==> src/rtl/bali_stack_pkg.sv <==
// Shared types and sizing for the byte-stack operation sequencer.
package bali_stack_pkg;

    localparam int unsigned DATA_W            = 32;
    localparam int unsigned DEPTH_W           = 15;
    localparam int unsigned MAX_DEPTH_DEFAULT = 16384;

    typedef enum logic [2:0] {
        OP_PUSH = 3'b000,
        OP_POP  = 3'b001,
        OP_ADD  = 3'b010,
        OP_SUB  = 3'b011,
        OP_AND  = 3'b100,
        OP_OR   = 3'b101,
        OP_XOR  = 3'b110,
        OP_RSVD = 3'b111
    } op_e;

    typedef enum logic [3:0] {
        ST_IDLE,
        ST_POP1,
        ST_WAIT1,
        ST_POP2,
        ST_WAIT2,
        ST_EXEC,
        ST_PUSH,
        ST_WAITP,
        ST_FIN
    } state_e;

endpackage

==> src/rtl/stack_op_seq.sv <==
// Sequences PUSH/POP/ALU operations onto an external handshaked word stack.
module stack_op_seq
    import bali_stack_pkg::*;
#(
    parameter int unsigned MAX_DEPTH = MAX_DEPTH_DEFAULT
) (
    input  logic               clk,
    input  logic               rst_n,
    input  logic               op_valid,
    input  logic [2:0]         op,
    input  logic [DATA_W-1:0]  imm,
    output logic               op_ready,
    output logic               result_valid,
    output logic [DATA_W-1:0]  result,
    output logic               err,
    output logic [DEPTH_W-1:0] depth,
    output logic               stk_trigger,
    output logic               stk_push,
    output logic [DATA_W-1:0]  stk_write_value,
    input  logic [DATA_W-1:0]  stk_read_value,
    input  logic               stk_done
);

    state_e              state;
    op_e                 op_q;
    logic [DATA_W-1:0]   opa;
    logic [DATA_W-1:0]   opb;
    logic [DATA_W-1:0]   alu_c;
    op_e                 op_in_c;

    assign op_in_c = op_e'(op);

    // A is the second-from-top word, B the top; wraps modulo 2^32
    always_comb begin
        alu_c = '0;
        case (op_q)
            OP_ADD:  alu_c = opa + opb;
            OP_SUB:  alu_c = opa - opb;
            OP_AND:  alu_c = opa & opb;
            OP_OR:   alu_c = opa | opb;
            OP_XOR:  alu_c = opa ^ opb;
            default: alu_c = '0;
        endcase
    end

    always_ff @(posedge clk or negedge rst_n) begin
        if (!rst_n) begin
            state           <= ST_IDLE;
            op_q            <= OP_PUSH;
            opa             <= '0;
            opb             <= '0;
            op_ready        <= 1'b1;
            result_valid    <= 1'b0;
            result          <= '0;
            err             <= 1'b0;
            depth           <= '0;
            stk_trigger     <= 1'b0;
            stk_push        <= 1'b0;
            stk_write_value <= '0;
        end else begin
            result_valid <= 1'b0;
            err          <= 1'b0;
            stk_trigger  <= 1'b0;
            case (state)
                ST_IDLE: begin
                    if (op_valid && op_ready) begin
                        op_ready <= 1'b0;
                        op_q     <= op_in_c;
                        case (op_in_c)
                            OP_PUSH: begin
                                if (32'(depth) >= MAX_DEPTH) begin
                                    result_valid <= 1'b1;
                                    err          <= 1'b1;
                                    state        <= ST_FIN;
                                end else begin
                                    stk_write_value <= imm;
                                    stk_trigger     <= 1'b1;
                                    stk_push        <= 1'b1;
                                    state           <= ST_PUSH;
                                end
                            end
                            OP_RSVD: begin
                                result_valid <= 1'b1;
                                err          <= 1'b1;
                                state        <= ST_FIN;
                            end
                            default: begin
                                // POP needs one word, ALU ops need two
                                if ((op_in_c == OP_POP) ? (depth == '0)
                                                        : (depth < DEPTH_W'(2))) begin
                                    result_valid <= 1'b1;
                                    err          <= 1'b1;
                                    state        <= ST_FIN;
                                end else begin
                                    stk_trigger <= 1'b1;
                                    stk_push    <= 1'b0;
                                    state       <= ST_POP1;
                                end
                            end
                        endcase
                    end
                end
                ST_POP1:  state <= ST_WAIT1;
                ST_WAIT1: begin
                    if (stk_done) begin
                        opb   <= stk_read_value;
                        depth <= depth - DEPTH_W'(1);
                        if (op_q == OP_POP) begin
                            result       <= stk_read_value;
                            result_valid <= 1'b1;
                            state        <= ST_FIN;
                        end else begin
                            stk_trigger <= 1'b1;
                            stk_push    <= 1'b0;
                            state       <= ST_POP2;
                        end
                    end
                end
                ST_POP2:  state <= ST_WAIT2;
                ST_WAIT2: begin
                    if (stk_done) begin
                        opa   <= stk_read_value;
                        depth <= depth - DEPTH_W'(1);
                        state <= ST_EXEC;
                    end
                end
                ST_EXEC: begin
                    stk_write_value <= alu_c;
                    stk_trigger     <= 1'b1;
                    stk_push        <= 1'b1;
                    state           <= ST_PUSH;
                end
                ST_PUSH:  state <= ST_WAITP;
                ST_WAITP: begin
                    if (stk_done) begin
                        depth        <= depth + DEPTH_W'(1);
                        result       <= stk_write_value;
                        result_valid <= 1'b1;
                        state        <= ST_FIN;
                    end
                end
                ST_FIN: begin
                    op_ready <= 1'b1;
                    state    <= ST_IDLE;
                end
                default:  state <= ST_IDLE;
            endcase
        end
    end

endmodule

==> config.mk <==
export PLATFORM = sky130hd
export DESIGN_NAME = stack_op_seq
export DESIGN_NICKNAME = d
export VERILOG_FILES = /design/src/rtl/bali_stack_pkg.sv /design/src/rtl/stack_op_seq.sv
export SDC_FILE = /design/constraint.sdc
export NUM_CORES = 1
export LEC_CHECK = 0
export BUFFER_PORTS_ARGS = -buffer_cell sky130_fd_sc_hd__buf_2
export CAP_MARGIN = 20
export CORE_UTILIZATION = 45
export DETAILED_ROUTE_END_ITERATION = 8
export PLACE_DENSITY = 0.69
export SYNTH_ARGS = -nofsm -noshare
export SYNTH_HDL_FRONTEND = slang
export SYNTH_SLANG_ARGS = --single-unit
==> constraint.sdc <==
create_clock -name clk -period 7.2 [get_ports clk]
set_clock_uncertainty 0.2 [all_clocks]
set_input_delay 0 -clock clk [delete_from_list [all_inputs] [get_ports clk]]
set_output_delay 0 -clock clk [all_outputs]
set_load 0.005 [all_outputs]
==> metrics.cfg <==
[cts]
post_cts_resized=0
htree_levels=4
cts_buffers=17
clock_tree.buffer_depth=2
cts_tree=yes
cts_hold_buf=73
postCtsSetupBuffers=0
insertion_delay_ps=440
cts_sinks=155
cts.clk_slew.worst_paths_ps=70
clockRootBuffer=clkbuf_16

[detailed_routing]
num_vias=9816
drtIter0Drc=694
detail-route-antenna-nets=0
wl_per_cell_um=17.5
drt-total-wl_um=30800
drc=0
drt_first_pass_iters=5
viasPerCell=5.57

[global_routing]
grt_pass1_wl_um=49900
grtUsageTotal=0.246
antenna_found_initial=0
overflow=0
grt_util_met2=0.402
use_met3=0.0357
met1_usage=0.334
grt_max_degree=96
busiest_layer=met2
grt_pass1_vias=9552

[setup_path]
cp_max_fo=38
cp-end-kind=register
path_cells=buf_4, nor2b_1, buf_4, and2_1, nor2_1, xnor2_1, ha_1, nor2b_4, o31ai_2, o21ai_1, a221o_2, a211oi_4, nor2_2, o31ai_2, xor2_1, o221ai_1
critPathKind=reg2reg
arrival_ps=5010
crit_buf_inv=2
cpLargestDelayFamily=compound AO/OA/AOI/OAI gates
max_stage_delay_ps=830
worstSetupStartpointType=register
required_ps=7290
cp_slowest_cell=and2_1

[sta]
period_minus_slack_ps=4930
rsz0062_at_grt=false
worst_slew_pin_slew_ps=1020
finalSetupTns_ps=0
setup_violations=0
fin_crit_sh=0.685
maxSlewViolCount=0
hold_viol=0
slew_headroom=0.323
timing.fmax_ghz=0.203
holdWs_ps=21.5
setup_slack_ps=2270

[placed_design]
place_ws_ps=2310
globalplace.congestion=0.904
port_buffers=154
dpl.hpwl_um=21000

[power_and_ir_drop]
fin_total_pwr_w=0.00685
p_per_area_nw_per_um2=507
ir_worst_vdd_mv=0.215
leakagePower_nw=6.49

[final_layout]
area_growth_pct=21.4
n_fill_cell=2197
multi_input_comb_area_um2=6700
seq_area_um2=3880
num_antenna_cells=0
final_layout_size_suffix_gt1_frac=0.207
nNetsFinal=1606

[logic_synthesis]
synthMuxAreaShare=0.111
async_flop_share=1.00
synth_nets=1408
synth-xor-area-share=0.0550
ys_ff_latch=155
yosys_warnings=0
netlist-cell-type-count=71
synth_simple_gate_area_frac=0.128
synth_edf_count=0
syn_area_per_cell_um2=9.08
syn_inst=1226
synthesis.area_um2=11100
synth_compound_area_frac=0.180
yosysSeqAreaShare=0.348
synth_top_family_by_area=compound AO/OA/AOI/OAI gates
synth-main-ff-cell=dfrtp_1
synthAdderAreaFrac=0.126

[floorplanning]
initial_core_util=0.458
fp.coreArea_um2=24300
die_w_um=159
die_area_um2=25400
fp-row-count=57
die_h_um=159
ioPinCount=155

[min_path]
min_path_type=in2async

[outcome]
outcome=complete, no violations

[flow_run]
maxCapViolCount=0

==> state kept, by name, indices dropped and copies added (netlist names) <==
| name | count |
|---|---|
| state | 4 |
| opb | 32 |
| stk_write_value | 32 |
| opa | 32 |
| stk_trigger | 1 |
| depth | 15 |
| result | 32 |
| err | 1 |
| op_ready | 1 |
| op_q | 3 |
| stk_push | 1 |
| result_valid | 1 |
==> cell type report <==
class	count	share of cell area
repair buffers	242	0.120
well taps	324	0.0300
clock inverters	12	0.00861
flip-flops and latches	155	0.287
multi-input cells	920	0.495
inverters	88	0.0244
clock buffers	20	0.0345
==> through the flow <==
stage / utilization / std cells / instance area, um^2
after floorplan: - / 1226 / 11100
after global placement: 0.502 / 1656 / 12200
after detailed placement: 0.502 / 1656 / 12200
after CTS: 0.556 / 1761 / 13500
after global routing: 0.556 / 1761 / 13500
final: 0.556 / 1761 / 13500
==> cells in the mapped netlist, types with 9 or more instances <==
cell type	n	share of area
a221oi_1	17	0.013
a21o_1	18	0.012
o21bai_1	9	0.0061
nor3_1	9	0.0040
mux2i_1	46	0.041
nor2_1	120	0.040
clkbuf_1	50	0.017
nand2b_1	11	0.0062
a211oi_1	18	0.012
a22o_1	10	0.0079
ha_1	109	0.12
nand2_1	95	0.032
a31oi_1	13	0.0073
xnor2_1	50	0.039
inv_1	88	0.030
nor2b_1	14	0.0079
nand3_1	12	0.0054
mux2_2	69	0.070
buf_1	11	0.0037
a21oi_1	101	0.045
o21ai_0	67	0.030
xor2_1	20	0.016
dfrtp_1	154	0.35
==> layer usage <==
metal  share of wire  vias to the layer above
met5               0                        -
met3           0.046                       47
met2            0.46                      277
met4           0.020                        0
li1                -                     4721
met1            0.47                     4771
==> final timing paths <==
path	start	endpoint	slack, ps	depth (start not counted)
setup reg to reg	op_q[1]	stk_write_value[24]	2270	16
max in group asynchronous	rst_n	opb[1]	5420	3
hold / removal	rst_n	result[19]	20	2
hold reg to reg	stk_write_value[18]	stk_write_value[18]	310	2
min in group clk	stk_read_value[25]	opb[25]	160	3
setup / recovery	op_q[1]	stk_write_value[24]	2270	16
==> kinds of logic (layout without fill, tap and decap cells) <==
group                    count (synthesis)  count (layout)
AO/OA/AOI/OAI                          312             312
XOR/XNOR                                70              70
adder cells (fa/ha/maj)                111             111
buffers and inverters                  151             362
flip-flops                             155             155
multiplexers                           115             115
AND/OR/NAND/NOR                        312             312
==> power breakdown <==
part           leakage (nW)  switching [W]  internal, W
logic                  4.37        0.00226      0.00188
clock network         0.271       0.000392     0.000506
registers              1.85       0.000501      0.00131
==> placed cells by master (no fill, tap or decap), types with 7 or more instances in the layout <==
master,synthesis,layout
xor2_1,20,20
a221oi_1,17,17
xnor2_1,50,50
buf_4,0,15
buf_2,0,153
dfrtp_1,154,153
a21o_1,18,18
nand2_1,95,95
a22o_1,10,10
dlygate4sd3_1,0,73
o21ai_0,67,67
a211oi_1,18,18
nand3_1,12,11
o21bai_1,9,9
nor3_1,9,9
and3_1,7,7
nor2b_1,14,13
clkbuf_16,0,17
nor4_1,8,8
a21oi_1,101,101
nand2b_1,11,11
a31oi_1,13,13
mux2i_1,46,46
inv_1,88,88
ha_1,109,109
mux2_2,69,69
a41oi_1,8,8
nor2_1,120,119
Power figures use the tool's default switching activity.
